[src/rtl/hazard_sb_pkg.sv]
// Shared types for the scoreboard hazard unit: FSM states, the per-register
// scoreboard entry and default parameters.
package hazard_sb_pkg;

  localparam int MAX_LAT_DEFAULT = 8;

  // Entries hold a fixed-width countdown wide enough for any MAX_LAT up to 255.
  localparam int SB_CNT_W = 8;

  typedef enum logic [1:0] {
    RUN,
    DRAIN_F,
    DRAIN_I,
    ACK_F
  } sb_state_t;

  typedef struct packed {
    logic                pend;
    logic                is_var;
    logic [SB_CNT_W-1:0] cnt;
  } sb_entry_t;

endpackage

[src/rtl/scoreboard_hazard_unit_if.sv]
// Issue/writeback/control bundle between the front end and the scoreboard hazard unit.
interface scoreboard_hazard_unit_if
  import hazard_sb_pkg::*;
#(
  parameter int NREGS   = 32,
  parameter int MAX_LAT = MAX_LAT_DEFAULT
);
  localparam int RW    = $clog2(NREGS);
  localparam int LAT_W = $clog2(MAX_LAT + 1);

  logic             issue_valid;
  logic             issue_ready;
  logic [RW-1:0]    issue_rs1;
  logic [RW-1:0]    issue_rs2;
  logic             issue_rs1_used;
  logic             issue_rs2_used;
  logic [RW-1:0]    issue_rd;
  logic             issue_wen;
  logic [LAT_W-1:0] issue_lat;
  logic             wb_valid;
  logic [RW-1:0]    wb_rd;
  logic             kill_valid;
  logic [RW-1:0]    kill_rd;
  logic             redirect;
  logic             fence_req;
  logic             fence_ack;
  logic             intr_req;
  logic             intr_ack;
  logic             flush_front;
  logic             stall_front;
  logic             busy;

  modport master (
    output issue_valid, issue_rs1, issue_rs2, issue_rs1_used, issue_rs2_used,
           issue_rd, issue_wen, issue_lat, wb_valid, wb_rd, kill_valid, kill_rd,
           redirect, fence_req, intr_req,
    input  issue_ready, fence_ack, intr_ack, flush_front, stall_front, busy
  );

  modport slave (
    input  issue_valid, issue_rs1, issue_rs2, issue_rs1_used, issue_rs2_used,
           issue_rd, issue_wen, issue_lat, wb_valid, wb_rd, kill_valid, kill_rd,
           redirect, fence_req, intr_req,
    output issue_ready, fence_ack, intr_ack, flush_front, stall_front, busy
  );

endinterface

[src/rtl/hazard_sb_entry.sv]
// One scoreboard slot: pending-write tracking for a single architectural register,
// either as a fixed-latency countdown or as a variable-latency wait for writeback.
module hazard_sb_entry
  import hazard_sb_pkg::*;
(
  input  logic                clk,
  input  logic                rst,
  input  logic                set_i,
  input  logic                set_var_i,
  input  logic [SB_CNT_W-1:0] set_cnt_i,
  input  logic                wb_hit_i,
  input  logic                kill_hit_i,
  output logic                pend_o,
  output logic                var_o,
  output logic                clr_now_o
);

  sb_entry_t entry_q;
  sb_entry_t entry_d;
  logic      clr_now;

  // A pending write retires this cycle on a kill, on its writeback, or on the last countdown tick.
  always_comb begin
    clr_now = 1'b0;
    if (entry_q.pend) begin
      if (kill_hit_i) begin
        clr_now = 1'b1;
      end else if (entry_q.is_var) begin
        clr_now = wb_hit_i;
      end else begin
        clr_now = (entry_q.cnt == SB_CNT_W'(1));
      end
    end
  end

  // A new issue to this register overrides any clear happening in the same cycle.
  always_comb begin
    entry_d = entry_q;
    if (set_i) begin
      entry_d.pend   = 1'b1;
      entry_d.is_var = set_var_i;
      entry_d.cnt    = set_var_i ? '0 : set_cnt_i;
    end else if (clr_now) begin
      entry_d = '0;
    end else if (entry_q.pend && !entry_q.is_var) begin
      entry_d.cnt = entry_q.cnt - SB_CNT_W'(1);
    end
  end

  always_ff @(posedge clk) begin
    if (rst) begin
      entry_q <= '0;
    end else begin
      entry_q <= entry_d;
    end
  end

  assign pend_o    = entry_q.pend;
  assign var_o     = entry_q.is_var;
  assign clr_now_o = clr_now;

endmodule

[src/rtl/scoreboard_hazard_unit.sv]
// Scoreboard-based issue hazard unit with fence drain and interrupt sequencing.
// Define HAZARD_WB_BYPASS_EN to let same-cycle clears release dependents immediately.
module scoreboard_hazard_unit
  import hazard_sb_pkg::*;
#(
  parameter int NREGS   = 32,
  parameter int MAX_LAT = MAX_LAT_DEFAULT
) (
  input logic                     CLK,
  input logic                     RST,
  scoreboard_hazard_unit_if.slave bus
);

  localparam int LAT_W = $clog2(MAX_LAT + 1);

`ifdef HAZARD_WB_BYPASS_EN
  localparam logic WB_BYPASS = 1'b1;
`else
  localparam logic WB_BYPASS = 1'b0;
`endif

  logic [NREGS-1:0]    rs1_oh;
  logic [NREGS-1:0]    rs2_oh;
  logic [NREGS-1:0]    rd_oh;
  logic [NREGS-1:0]    wb_oh;
  logic [NREGS-1:0]    kill_oh;
  logic [NREGS-1:0]    set_vec;
  logic [NREGS-1:0]    pend_vec;
  logic [NREGS-1:0]    var_vec;
  logic [NREGS-1:0]    clr_vec;
  logic [NREGS-1:0]    hz_pend;
  logic [SB_CNT_W-1:0] lat_ext;
  logic                lat_is_var;
  logic                wen_nz;
  logic                raw;
  logic                waw;
  logic                fire;
  logic                busy_w;
  logic                var_busy;
  logic                issue_ready_w;
  logic                intr_ack_w;
  sb_state_t           state_q;
  logic                fence_ack_q;

  assign rs1_oh  = NREGS'(1) << bus.issue_rs1;
  assign rs2_oh  = NREGS'(1) << bus.issue_rs2;
  assign rd_oh   = NREGS'(1) << bus.issue_rd;
  assign wb_oh   = NREGS'(1) << bus.wb_rd;
  assign kill_oh = NREGS'(1) << bus.kill_rd;

  // x0 is never tracked, so a write to it neither sets an entry nor causes WAW.
  assign wen_nz     = bus.issue_wen & (bus.issue_rd != '0);
  assign lat_is_var = (bus.issue_lat == '0);
  assign lat_ext    = SB_CNT_W'(bus.issue_lat);
  assign set_vec    = {NREGS{fire & wen_nz}} & rd_oh;

  for (genvar i = 0; i < NREGS; i++) begin : g_entry
    hazard_sb_entry u_entry (
      .clk       (CLK),
      .rst       (RST),
      .set_i     (set_vec[i]),
      .set_var_i (lat_is_var),
      .set_cnt_i (lat_ext),
      .wb_hit_i  (bus.wb_valid & wb_oh[i]),
      .kill_hit_i(bus.kill_valid & kill_oh[i]),
      .pend_o    (pend_vec[i]),
      .var_o     (var_vec[i]),
      .clr_now_o (clr_vec[i])
    );
  end

  assign hz_pend = pend_vec & ~(clr_vec & {NREGS{WB_BYPASS}});

  assign raw = (bus.issue_rs1_used & |(hz_pend & rs1_oh)) |
               (bus.issue_rs2_used & |(hz_pend & rs2_oh));
  assign waw = wen_nz & |(hz_pend & rd_oh);

  assign busy_w   = |pend_vec;
  assign var_busy = |(pend_vec & var_vec);

  assign issue_ready_w = (state_q == RUN) & ~bus.redirect & ~bus.intr_req &
                         ~bus.fence_req & ~raw & ~waw;
  assign fire          = bus.issue_valid & issue_ready_w;

  // Interrupts are only taken once no variable-latency result can still land.
  assign intr_ack_w = bus.intr_req & ~var_busy &
                      (((state_q == RUN) & ~bus.redirect) | (state_q == DRAIN_I));

  always_ff @(posedge CLK) begin
    if (RST) begin
      state_q     <= RUN;
      fence_ack_q <= 1'b0;
    end else begin
      fence_ack_q <= 1'b0;
      case (state_q)
        RUN: begin
          if (!bus.redirect) begin
            if (bus.intr_req) begin
              if (var_busy) begin
                state_q <= DRAIN_I;
              end
            end else if (bus.fence_req) begin
              state_q <= DRAIN_F;
            end
          end
        end
        DRAIN_I: begin
          if (!bus.intr_req || !var_busy) begin
            state_q <= RUN;
          end
        end
        DRAIN_F: begin
          if (!busy_w) begin
            state_q     <= ACK_F;
            fence_ack_q <= 1'b1;
          end
        end
        ACK_F: begin
          state_q <= RUN;
        end
        default: begin
          state_q <= RUN;
        end
      endcase
    end
  end

  assign bus.issue_ready = issue_ready_w;
  assign bus.fence_ack   = fence_ack_q;
  assign bus.intr_ack    = intr_ack_w;
  assign bus.flush_front = bus.redirect | intr_ack_w;
  assign bus.stall_front = (bus.issue_valid & ~issue_ready_w) | (state_q != RUN);
  assign bus.busy        = busy_w;

  lat_legal: assert property (@(posedge CLK) disable iff (RST)
    bus.issue_valid |-> (bus.issue_lat <= LAT_W'(MAX_LAT)));

endmodule
[src/flat_wrapper.sv]
// flat-port wrapper written by rule: the top's interface ports become plain ports
module scoreboard_hazard_unit_flat import hazard_sb_pkg::*;
#(
  parameter int NREGS   = 32,
  parameter int MAX_LAT = MAX_LAT_DEFAULT
)
  (CLK, RST, bus_issue_valid, bus_issue_rs1, bus_issue_rs2, bus_issue_rs1_used, bus_issue_rs2_used, bus_issue_rd, bus_issue_wen, bus_issue_lat, bus_wb_valid, bus_wb_rd, bus_kill_valid, bus_kill_rd, bus_redirect, bus_fence_req, bus_intr_req, bus_issue_ready, bus_fence_ack, bus_intr_ack, bus_flush_front, bus_stall_front, bus_busy);
  scoreboard_hazard_unit_if #(.NREGS(NREGS), .MAX_LAT(MAX_LAT)) bus_i ();
  input logic CLK;
  input logic RST;
  input wire logic [$bits(bus_i.issue_valid)-1:0] bus_issue_valid;
  input wire logic [$bits(bus_i.issue_rs1)-1:0] bus_issue_rs1;
  input wire logic [$bits(bus_i.issue_rs2)-1:0] bus_issue_rs2;
  input wire logic [$bits(bus_i.issue_rs1_used)-1:0] bus_issue_rs1_used;
  input wire logic [$bits(bus_i.issue_rs2_used)-1:0] bus_issue_rs2_used;
  input wire logic [$bits(bus_i.issue_rd)-1:0] bus_issue_rd;
  input wire logic [$bits(bus_i.issue_wen)-1:0] bus_issue_wen;
  input wire logic [$bits(bus_i.issue_lat)-1:0] bus_issue_lat;
  input wire logic [$bits(bus_i.wb_valid)-1:0] bus_wb_valid;
  input wire logic [$bits(bus_i.wb_rd)-1:0] bus_wb_rd;
  input wire logic [$bits(bus_i.kill_valid)-1:0] bus_kill_valid;
  input wire logic [$bits(bus_i.kill_rd)-1:0] bus_kill_rd;
  input wire logic [$bits(bus_i.redirect)-1:0] bus_redirect;
  input wire logic [$bits(bus_i.fence_req)-1:0] bus_fence_req;
  input wire logic [$bits(bus_i.intr_req)-1:0] bus_intr_req;
  output wire logic [$bits(bus_i.issue_ready)-1:0] bus_issue_ready;
  output wire logic [$bits(bus_i.fence_ack)-1:0] bus_fence_ack;
  output wire logic [$bits(bus_i.intr_ack)-1:0] bus_intr_ack;
  output wire logic [$bits(bus_i.flush_front)-1:0] bus_flush_front;
  output wire logic [$bits(bus_i.stall_front)-1:0] bus_stall_front;
  output wire logic [$bits(bus_i.busy)-1:0] bus_busy;
  assign bus_i.issue_valid = bus_issue_valid;
  assign bus_i.issue_rs1 = bus_issue_rs1;
  assign bus_i.issue_rs2 = bus_issue_rs2;
  assign bus_i.issue_rs1_used = bus_issue_rs1_used;
  assign bus_i.issue_rs2_used = bus_issue_rs2_used;
  assign bus_i.issue_rd = bus_issue_rd;
  assign bus_i.issue_wen = bus_issue_wen;
  assign bus_i.issue_lat = bus_issue_lat;
  assign bus_i.wb_valid = bus_wb_valid;
  assign bus_i.wb_rd = bus_wb_rd;
  assign bus_i.kill_valid = bus_kill_valid;
  assign bus_i.kill_rd = bus_kill_rd;
  assign bus_i.redirect = bus_redirect;
  assign bus_i.fence_req = bus_fence_req;
  assign bus_i.intr_req = bus_intr_req;
  assign bus_issue_ready = bus_i.issue_ready;
  assign bus_fence_ack = bus_i.fence_ack;
  assign bus_intr_ack = bus_i.intr_ack;
  assign bus_flush_front = bus_i.flush_front;
  assign bus_stall_front = bus_i.stall_front;
  assign bus_busy = bus_i.busy;
  scoreboard_hazard_unit #(.NREGS(NREGS), .MAX_LAT(MAX_LAT)) u_core (.CLK(CLK), .RST(RST), .bus(bus_i));
endmodule
[config.mk]
export PLATFORM = sky130hd
export DESIGN_NAME = scoreboard_hazard_unit_flat
export DESIGN_NICKNAME = d
export VERILOG_FILES = /design/src/rtl/hazard_sb_pkg.sv /design/src/rtl/scoreboard_hazard_unit_if.sv /design/src/rtl/hazard_sb_entry.sv /design/src/rtl/scoreboard_hazard_unit.sv /design/src/flat_wrapper.sv
export SDC_FILE = /design/constraint.sdc
export NUM_CORES = 1
export LEC_CHECK = 0
export ABC_AREA = 1
export BUFFER_PORTS_ARGS = -buffer_cell sky130_fd_sc_hd__buf_2
export CAP_MARGIN = 20
export CORE_MARGIN = 10
export CORE_UTILIZATION = 40
export DETAILED_ROUTE_END_ITERATION = 10
export PLACE_DENSITY = 0.51
export SYNTH_ARGS = -nofsm -noshare
export SYNTH_HDL_FRONTEND = slang
export SYNTH_SLANG_ARGS = --single-unit
[constraint.sdc]
create_clock -name CLK -period 5.11 [get_ports CLK]
set_clock_uncertainty 0.1 [all_clocks]
set_input_delay 0.2555 -clock CLK [delete_from_list [all_inputs] [get_ports CLK]]
set_output_delay 0.2555 -clock CLK [all_outputs]
set_load 0.05 [all_outputs]
==> Implementation_results.wiki, run 1 <==
{| class="wikitable"
! Metric !! Value
|-
| Initial core utilization || 0.4032
|-
| Later-pin clock latency in the skew report || 0.59 ns
|-
| Largest fanout on the critical path || 6
|-
| Root Buffer || sky130_fd_sc_hd__clkbuf_16
|-
| Clock sink count || 323
|-
| Number of antenna violations at the first check in global routing || 15
|-
| Unrepaired setup endpoints after global routing || no
|-
| DRC || 0
|-
| CTS buffer count || 42
|-
| Share of flip-flops with an asynchronous set or reset || 0
|-
| Synthesized netlist cell count || 3520
|-
| Layout cells sized above 1 || 0.04958
|-
| Site row count || 85
|-
| Number of slew-limit violations in the final report || 0
|-
| Most used standard cell by instance count after synthesis || sky130_fd_sc_hd__nand2_1
|-
| Netlist area before placement || 21700 um^2
|-
| Source of the worst register-to-register timing path || u_core.g_entry[5].u_entry.pend_o$_SDFFE_PP0P_
|-
| Synthesized area per cell || 6.164 um^2
|-
| Required time reported for the critical path endpoint || 4.75 ns
|-
| Routed vias/inst || 5.555
|-
| Overall routed net length || 75.22 mm
|-
| Overall global routing resource usage || 0.2281
|-
| Starting DRC count in detailed routing || 1940
|-
| Yosys top cell area share || 0.2980
|-
| Post-DR wirelength/cell || 17.95 um
|-
| Post-Route Hold Slack || 0.02652 ns
|-
| Height of the die || 252.9 um
|-
| Worst Hold End || u_core.g_entry[22].u_entry.var_o$_SDFFE_PP0P_
|-
| Clock slew at reported path FFs || 0.06 ns
|-
| Minimum period implied by the final worst setup slack || 3.519 ns
|-
| Final hold vios || 0
|-
| FF+latch area || 6466 um^2
|-
| Maximum number of pins on one net before global-route repair || 93
|-
| Post-detailed-placement half-perimeter wirelength || 52.29 mm
|-
| Category of the critical setup timing path || reg -> out
|-
| Kind of launch point of the worst setup path || flop
|-
| Via count of the first global-routing pass || 21190
|-
| Cell Count Post-Placement || 4108
|-
| Filler Cells Inserted || 5748
|-
| Total of endpoints with negative setup slack in the final report || 0
|-
| Count of cells along the worst register-to-register path || 12
|-
| Non-filler cells, final || 4190
|-
| Placeable core region || 53810 um^2
|-
| Overall power || 5.878 mW
|-
| Max-slew headroom || 0.3429
|-
| Most used standard cells in the synthesized netlist || sky130_fd_sc_hd__nand2_1, sky130_fd_sc_hd__nor2_1, sky130_fd_sc_hd__inv_1
|-
| VDD IR-drop max || 223.4 uV
|-
| Layout overhead on the synthesized area || 8.800%
|-
| Number of flops mapped to enable cells by yosys || 0
|-
| Number of library cell types mapped by synthesis || 50
|-
| Run status || finished, final reports clean
|-
| Global-route wire length before repair || 117.9 mm
|-
| Final net count || 3562
|-
| Cell type contributing the most total cell area after synthesis || sky130_fd_sc_hd__dfxtp_1
|-
| Type of the most critical hold path || in -> reg
|-
| Synth warn || 0
|-
| Slew at the pin closest to its max-slew limit || 0.9775 ns
|-
| Register-to-Register Setup Slack || 1.71 ns
|-
| ANT nets after route || 0
|-
| Leakage power || 11.24 nW
|-
| F_max || 0.2842 GHz
|-
| Leading register cell type out of synthesis || sky130_fd_sc_hd__dfxtp_1
|-
| CTS max path bufs || 3
|-
| Max_cap viols || 0
|-
| Pre-antenna DRT Iters || 8
|-
| Synthesized flop and latch total || 323
|-
| Syn Nets || 3624
|-
| Maximum level of the CTS H-tree || 2
|-
| Residual overflow from global routing || 0
|-
| Worst flop-to-flop path endpoint || u_core.g_entry[29].u_entry.entry_q[2]$_SDFFE_PP0P_
|-
| Number of port buffers || 45
|-
| Placer congestion estimate || 0.9469
|-
| Arrival time at the worst endpoint || 3.16 ns
|-
| DIE AREA || 63960 um^2
|-
| Most area-consuming cells after synthesis || sky130_fd_sc_hd__dfxtp_1, sky130_fd_sc_hd__nand2_1, sky130_fd_sc_hd__nand4_1, sky130_fd_sc_hd__nor2_1, sky130_fd_sc_hd__inv_1
|-
| Count of vias placed by the detailed router || 23280
|-
| Horizontal die dimension || 252.9 um
|-
| Area used by multi-input combinational logic || 12590 um^2
|-
| Crit share post-route || 0.6886
|-
| Type of element capturing the critical path || primary output
|-
| Cell depth of the worst hold path || 4
|-
| Hold Startpoint || bus_issue_lat[3]
|-
| Total negative slack || 0 ns
|-
| Portion of the post-synthesis area used by sequential elements || 0.2980
|-
| Clock tree from TritonCTS || yes
|-
| PwrDens || 249.0 nW/um^2
|-
| Number of I/O pins || 46
|}
[sequential cells by signal, indices dropped and copies added (netlist names)]
name                            flops
u_core.bus.fence_ack                1
u_core.g_entry.u_entry.var_o       32
u_core.g_entry.u_entry.entry_q    256
u_core.state_q                      2
u_core.g_entry.u_entry.pend_o      32
[placed cells by master (no fill, tap or decap), types with 5 or more instances in the layout]
master | synthesis | final
sky130_fd_sc_hd__ha_1 | 64 | 64
sky130_fd_sc_hd__or2_2 | 5 | 5
sky130_fd_sc_hd__a211oi_1 | 27 | 27
sky130_fd_sc_hd__nand2_1 | 711 | 711
sky130_fd_sc_hd__nand4_1 | 365 | 365
sky130_fd_sc_hd__nor4_1 | 39 | 38
sky130_fd_sc_hd__nor2_2 | 7 | 7
sky130_fd_sc_hd__o21ai_0 | 115 | 115
sky130_fd_sc_hd__inv_1 | 475 | 475
sky130_fd_sc_hd__buf_2 | 27 | 45
sky130_fd_sc_hd__nand3b_1 | 8 | 8
sky130_fd_sc_hd__inv_2 | 9 | 8
sky130_fd_sc_hd__nand3_1 | 328 | 328
sky130_fd_sc_hd__clkbuf_8 | 0 | 14
sky130_fd_sc_hd__xnor2_1 | 11 | 11
sky130_fd_sc_hd__a21oi_1 | 150 | 150
sky130_fd_sc_hd__nand3_2 | 7 | 7
sky130_fd_sc_hd__xor2_1 | 6 | 6
sky130_fd_sc_hd__o22ai_1 | 7 | 7
sky130_fd_sc_hd__nand2_2 | 5 | 5
sky130_fd_sc_hd__diode_2 | 0 | 5
sky130_fd_sc_hd__a31oi_1 | 52 | 52
sky130_fd_sc_hd__nor3_1 | 86 | 86
sky130_fd_sc_hd__o221ai_1 | 6 | 6
sky130_fd_sc_hd__dfxtp_1 | 323 | 323
sky130_fd_sc_hd__clkbuf_16 | 0 | 45
sky130_fd_sc_hd__clkbuf_1 | 94 | 9
sky130_fd_sc_hd__buf_4 | 26 | 18
sky130_fd_sc_hd__nor2_1 | 500 | 499
[area by class of cell]
class | count | share of cell area
multi-input cells | 2537 | 0.5334
flip-flops and latches | 323 | 0.2739
inverters | 486 | 0.07749
clock buffers | 68 | 0.05730
well taps | 696 | 0.03689
repair buffers | 68 | 0.01866
clock inverters | 7 | 0.001855
diodes | 5 | 0.0005300
[stage by stage]
stage / area, um^2 / utilization / setup WS (ns)
floorplan: 21700 / - / 1.862
global route: 23600 / 0.4385 / 1.455
finish: 23610 / 0.4387 / 1.591
detailed placement: 22180 / 0.4121 / 1.293
global placement: 22170 / 0.4120 / 1.362
CTS: 23590 / 0.4384 / 1.667
[kinds of logic (layout without fill, tap and decap cells)]
family / Yosys count / count (layout) / share of synthesized area
AOI/OAI and AO/OA: 386 / 386 / 0.1005
xor gates and xnor gates: 17 / 17 / 0.006862
adders and majority gates: 64 / 64 / 0.03691
buffers and inverters: 660 / 629 / 0.1223
DFF: 323 / 323 / 0.2980
other: 0 / 5 / 0
and+or+nand+nor: 2070 / 2070 / 0.4354
[power by group]
group,total (mW),switching (mW),internal [mW],leakage [nW]
Combinational,0.351,0.287,0.0649,7.95
Clock,3.00,1.19,1.80,0.686
Sequential,2.53,0.00620,2.53,2.60
[critical path: stages, from the launching register on]
cell and delay, ns:
sky130_fd_sc_hd__dfxtp_1 0.43, sky130_fd_sc_hd__inv_1 0.28, sky130_fd_sc_hd__o21ai_0 0.22, sky130_fd_sc_hd__nor4_1 0.55, sky130_fd_sc_hd__nand4_1 0.39, sky130_fd_sc_hd__nor2_1 0.23, sky130_fd_sc_hd__o211ai_1 0.14, sky130_fd_sc_hd__nand2_1 0.08
sky130_fd_sc_hd__buf_2 0.25
[layer usage]
layer  track usage  up-vias  part of all wire
li1              -    11700                 -
met3       0.04050      126             0.067
met2        0.3680      652              0.45
met4       0.06521       10             0.024
met1        0.3059    10790              0.46
met5             0        -           0.00089
[worst max-delay path by stage]
stage                                                   startpoint                                            endpoint  slack, ns  depth (start not counted)
floorplan                                          bus_issue_rd[2]                                     bus_stall_front       1.86                         16
global placement                                   bus_issue_rd[4]  u_core.g_entry[29].u_entry.entry_q[2]$_SDFFE_PP0P_       1.36                         15
detailed placement                                 bus_issue_rd[4]  u_core.g_entry[29].u_entry.entry_q[2]$_SDFFE_PP0P_       1.29                         15
CTS                 u_core.g_entry[17].u_entry.pend_o$_SDFFE_PP0P_                                     bus_flush_front       1.67                          8
global route                                       bus_issue_rd[4]                                     bus_stall_front       1.45                         15
finish              u_core.g_entry[17].u_entry.pend_o$_SDFFE_PP0P_                                     bus_flush_front       1.59                          8
[what timing repair did]
action,4_1_cts,5_1_grt
hold buffers,2,0
gates resized for setup,0,0
hold endpoints to repair,4,0
setup endpoints to repair,0,0
buffers inserted,0,0
Power figures use the tool's default switching activity.
==> run 2, diff against run 1 <==
==> constraint.sdc (replaced) <==
create_clock -name CLK -period 3.3 [get_ports CLK]
set_clock_uncertainty 0.1 [all_clocks]
set_input_delay 0.165 -clock CLK [delete_from_list [all_inputs] [get_ports CLK]]
set_output_delay 0.165 -clock CLK [all_outputs]
set_load 0.05 [all_outputs]
==> Implementation_results.wiki, run 2 (synthesis gave the netlist of run 1 again) <==
{| class="wikitable"
! Metric !! Value
|-
| ANT nets after route || 0 (unchanged)
|-
| Maximum level of the CTS H-tree || 2 (unchanged)
|-
| Pre-antenna DRT Iters || 7 (-1)
|-
| Root Buffer || sky130_fd_sc_hd__clkbuf_16
|-
| Leading cell types in the layout, fill and taps excluded || sky130_fd_sc_hd__nand2_1, sky130_fd_sc_hd__nor2_1, sky130_fd_sc_hd__inv_1
|-
| Post-Route Hold Slack || 0.03487 ns (+0.008354 ns)
|-
| DIE AREA || 63960 um^2 (unchanged)
|-
| Total negative slack || 0 ns (unchanged)
|-
| Number of port buffers || 45 (unchanged)
|-
| Overall global routing resource usage || 0.2298 (+0.001675)
|-
| Ordered cell list for the critical path || nand2_1, o21ai_0, nor3_1, nand4_1, nor2_1, o211ai_1, nand2_1, buf_2
|-
| Most common library cell in the layout ignoring fill and taps || sky130_fd_sc_hd__nand2_1
|-
| CTS max path bufs || 3 (unchanged)
|-
| Overall routed net length || 75.79 mm (+0.76%)
|-
| Kind of launch point of the worst setup path || flop
|-
| Switching power as a share of total power || 0.2497 (-0.003085)
|-
| Layout overhead on the synthesized area || 10.79%
|-
| Power spent charging and discharging nets || 2.324 mW (+56%)
|-
| Category of the critical setup timing path || reg -> out
|-
| Total of endpoints with negative setup slack in the final report || 0 (unchanged)
|-
| Register-to-Register Setup Slack || 0.43 ns (-1.28 ns)
|-
| Layout cells sized above 1 || 0.06307 (+0.01348)
|-
| Run status || finished, final reports clean
|-
| Critical path depth || 8 (unchanged)
|-
| Largest fanout on the critical path || 7 (+1)
|-
| Placeable core region || 53810 um^2 (unchanged)
|-
| VDD IR-drop max || 413.1 uV (+85%)
|-
| Crit share post-route || 0.9563
|-
| Critical path buffers and inverters || 1 (-1)
|-
| Filler Cells Inserted || 5783 (+0.61%)
|-
| Most numerous cell on the critical path || sky130_fd_sc_hd__nand2_1
|-
| Height of the die || 252.9 um (unchanged)
|-
| CTS buffer count || 42 (unchanged)
|-
| Post-detailed-placement half-perimeter wirelength || 54.50 mm (+4.2%)
|-
| Required time reported for the critical path endpoint || 3.03 ns (-1.72 ns)
|-
| Slew at the pin closest to its max-slew limit || 1.034 ns (+0.05631 ns)
|-
| Sequential power share || 0.421 (-0.010)
|-
| Global-route wire length before repair || 119.3 mm (+1.1%)
|-
| Horizontal die dimension || 252.9 um (unchanged)
|-
| Number of I/O pins || 46 (unchanged)
|-
| Count of vias placed by the detailed router || 23650 (+1.6%)
|-
| Register bank with the most flops || u_core.g_entry.u_entry.entry_q
|-
| Flip-flop count of the largest register, all copies and words added || 256 (unchanged)
|-
| Largest stage delay, worst path || 0.44 ns (-0.11 ns)
|-
| Minimum period implied by the final worst setup slack || 3.156 ns
|-
| Starting DRC count in detailed routing || 1861 (-4.1%)
|-
| Site row count || 85 (unchanged)
|-
| Area used by multi-input combinational logic || 12590 um^2 (unchanged)
|-
| Later-pin clock latency in the skew report || 0.57 ns (-0.02 ns)
|-
| Via count of the first global-routing pass || 21590 (+1.9%)
|-
| Cell depth of the worst hold path || 6 (+2)
|-
| Unrepaired setup endpoints after global routing || no
|-
| PwrDens || 387.2 nW/um^2 (+56%)
|-
| Maximum number of pins on one net before global-route repair || 54 (-42%)
|-
| Clock sink count || 323 (unchanged)
|-
| Final hold vios || 0 (unchanged)
|-
| Clock slew at reported path FFs || 0.06 ns (about the same)
|-
| Max stage delay cell, worst path || sky130_fd_sc_hd__dfxtp_1
|-
| DRC || 0 (unchanged)
|-
| FF+latch area || 6466 um^2 (unchanged)
|-
| Placer congestion estimate || 0.9755 (+3.0%)
|-
| Power share of the combinational group || 0.061 (about the same)
|-
| Leakage power || 11.51 nW (+2.5%)
|-
| Internal power summed over all cells || 6.984 mW (+59%)
|-
| Portion of total power attributed to the clock network || 0.518 (+0.008)
|-
| Type of the most critical hold path || in -> reg
|-
| Number of slew-limit violations in the final report || 0 (unchanged)
|-
| Count of cells along the worst register-to-register path || 16 (+4)
|-
| Max-slew headroom || 0.3108 (-0.03211)
|-
| Delay-heaviest family, CP || simple AND/OR/NAND/NOR gates
|-
| Max_cap viols || 0 (unchanged)
|-
| Initial core utilization || 0.4032 (unchanged)
|-
| Final net count || 3608 (+1.3%)
|-
| F_max || 0.3169 GHz
|-
| Clock tree from TritonCTS || yes
|-
| Residual overflow from global routing || 0 (unchanged)
|-
| Number of antenna violations at the first check in global routing || 13 (-2)
|-
| Post-DR wirelength/cell || 17.89 um (-0.33%)
|-
| Routed vias/inst || 5.584 (+0.52%)
|-
| Arrival time at the worst endpoint || 2.89 ns (-0.27 ns)
|-
| Type of element capturing the critical path || primary output
|}
[run 2: cell types whose count changed in the layout (fill, tap and decap cells not counted), sizes merged]
cell and delta:
buf +46, clkbuf -6, clkinv +6, bufinv +3, clkinvlp -1, diode -1
inv -1
[run 2: final timing paths]
kind	from	end
worst max-delay path	u_core.g_entry[30].u_entry.pend_o$_SDFFE_PP0P_	bus_flush_front
worst min-delay path	bus_redirect	u_core.state_q[0]$_SDFFE_PP0P_
worst max register to register	u_core.g_entry[0].u_entry.pend_o$_SDFFE_PP0P_	u_core.g_entry[30].u_entry.entry_q[2]$_SDFFE_PP0P_
worst min register to register	u_core.g_entry[28].u_entry.entry_q[7]$_SDFFE_PP0P_	u_core.g_entry[28].u_entry.entry_q[7]$_SDFFE_PP0P_
[run 2: area by class of cell]
cell class	count	share of cell area
multi-input combinational	2537	0.5238
sequential	323	0.2690
inverter	486	0.07610
clock buffer	62	0.05408
tap	696	0.03623
timing repair buffer	114	0.03425
clock inverter	14	0.006142
antenna	4	0.0004164
[run 2: through the flow]
stage	cells	util	instance area, um^2	total power, mW	setup slack, ns
floorplan	3520	-	21700	4.330	0.2334
global placement	4153	0.4191	22560	4.556	0.4096
detailed placement	4154	0.4192	22560	4.561	0.3886
CTS	4232	0.4465	24030	9.409	0.1200
global route	4235	0.4466	24040	9.621	0.005125
finish	4236	0.4467	24040	9.308	0.1443
[run 2: layer usage]
metal / track usage / vias to the layer above / wire [um]
met5: 0 / - / 47
met3: 0.03270 / 147 / 4202
met2: 0.3704 / 620 / 34040
li1: - / 11790 / -
met4: 0.07708 / 8 / 2195
met1: 0.3090 / 11090 / 35300
[run 2: worst reg2reg max path, delay by kind of cell, from the launching register on]
| family | cells | cell delay, ns |
|---|---|---|
| and+or+nand+nor | 11 | 1.40 |
| buffers and inverters | 5 | 0.89 |
| DFF | 1 | 0.43 |
[run 2: power groups by stage]
stage	Clock [mW]	Combinational (mW)	Sequential (mW)
floorplan	0	0.326	4.00
global placement	0	0.552	4.00
detailed placement	0	0.557	4.00
CTS	4.93	0.561	3.92
global route	5.10	0.608	3.92
finish	4.82	0.568	3.92
[run 2: what timing repair did]
| item | CTS | global route |
|---|---|---|
| hold buffers | 2 | 0 |
| buffers inserted | 0 | 0 |
| endpoints found under the hold margin | 16 | 0 |
| setup endpoints to repair | 0 | 2 |
| resized for setup | 0 | 1 |
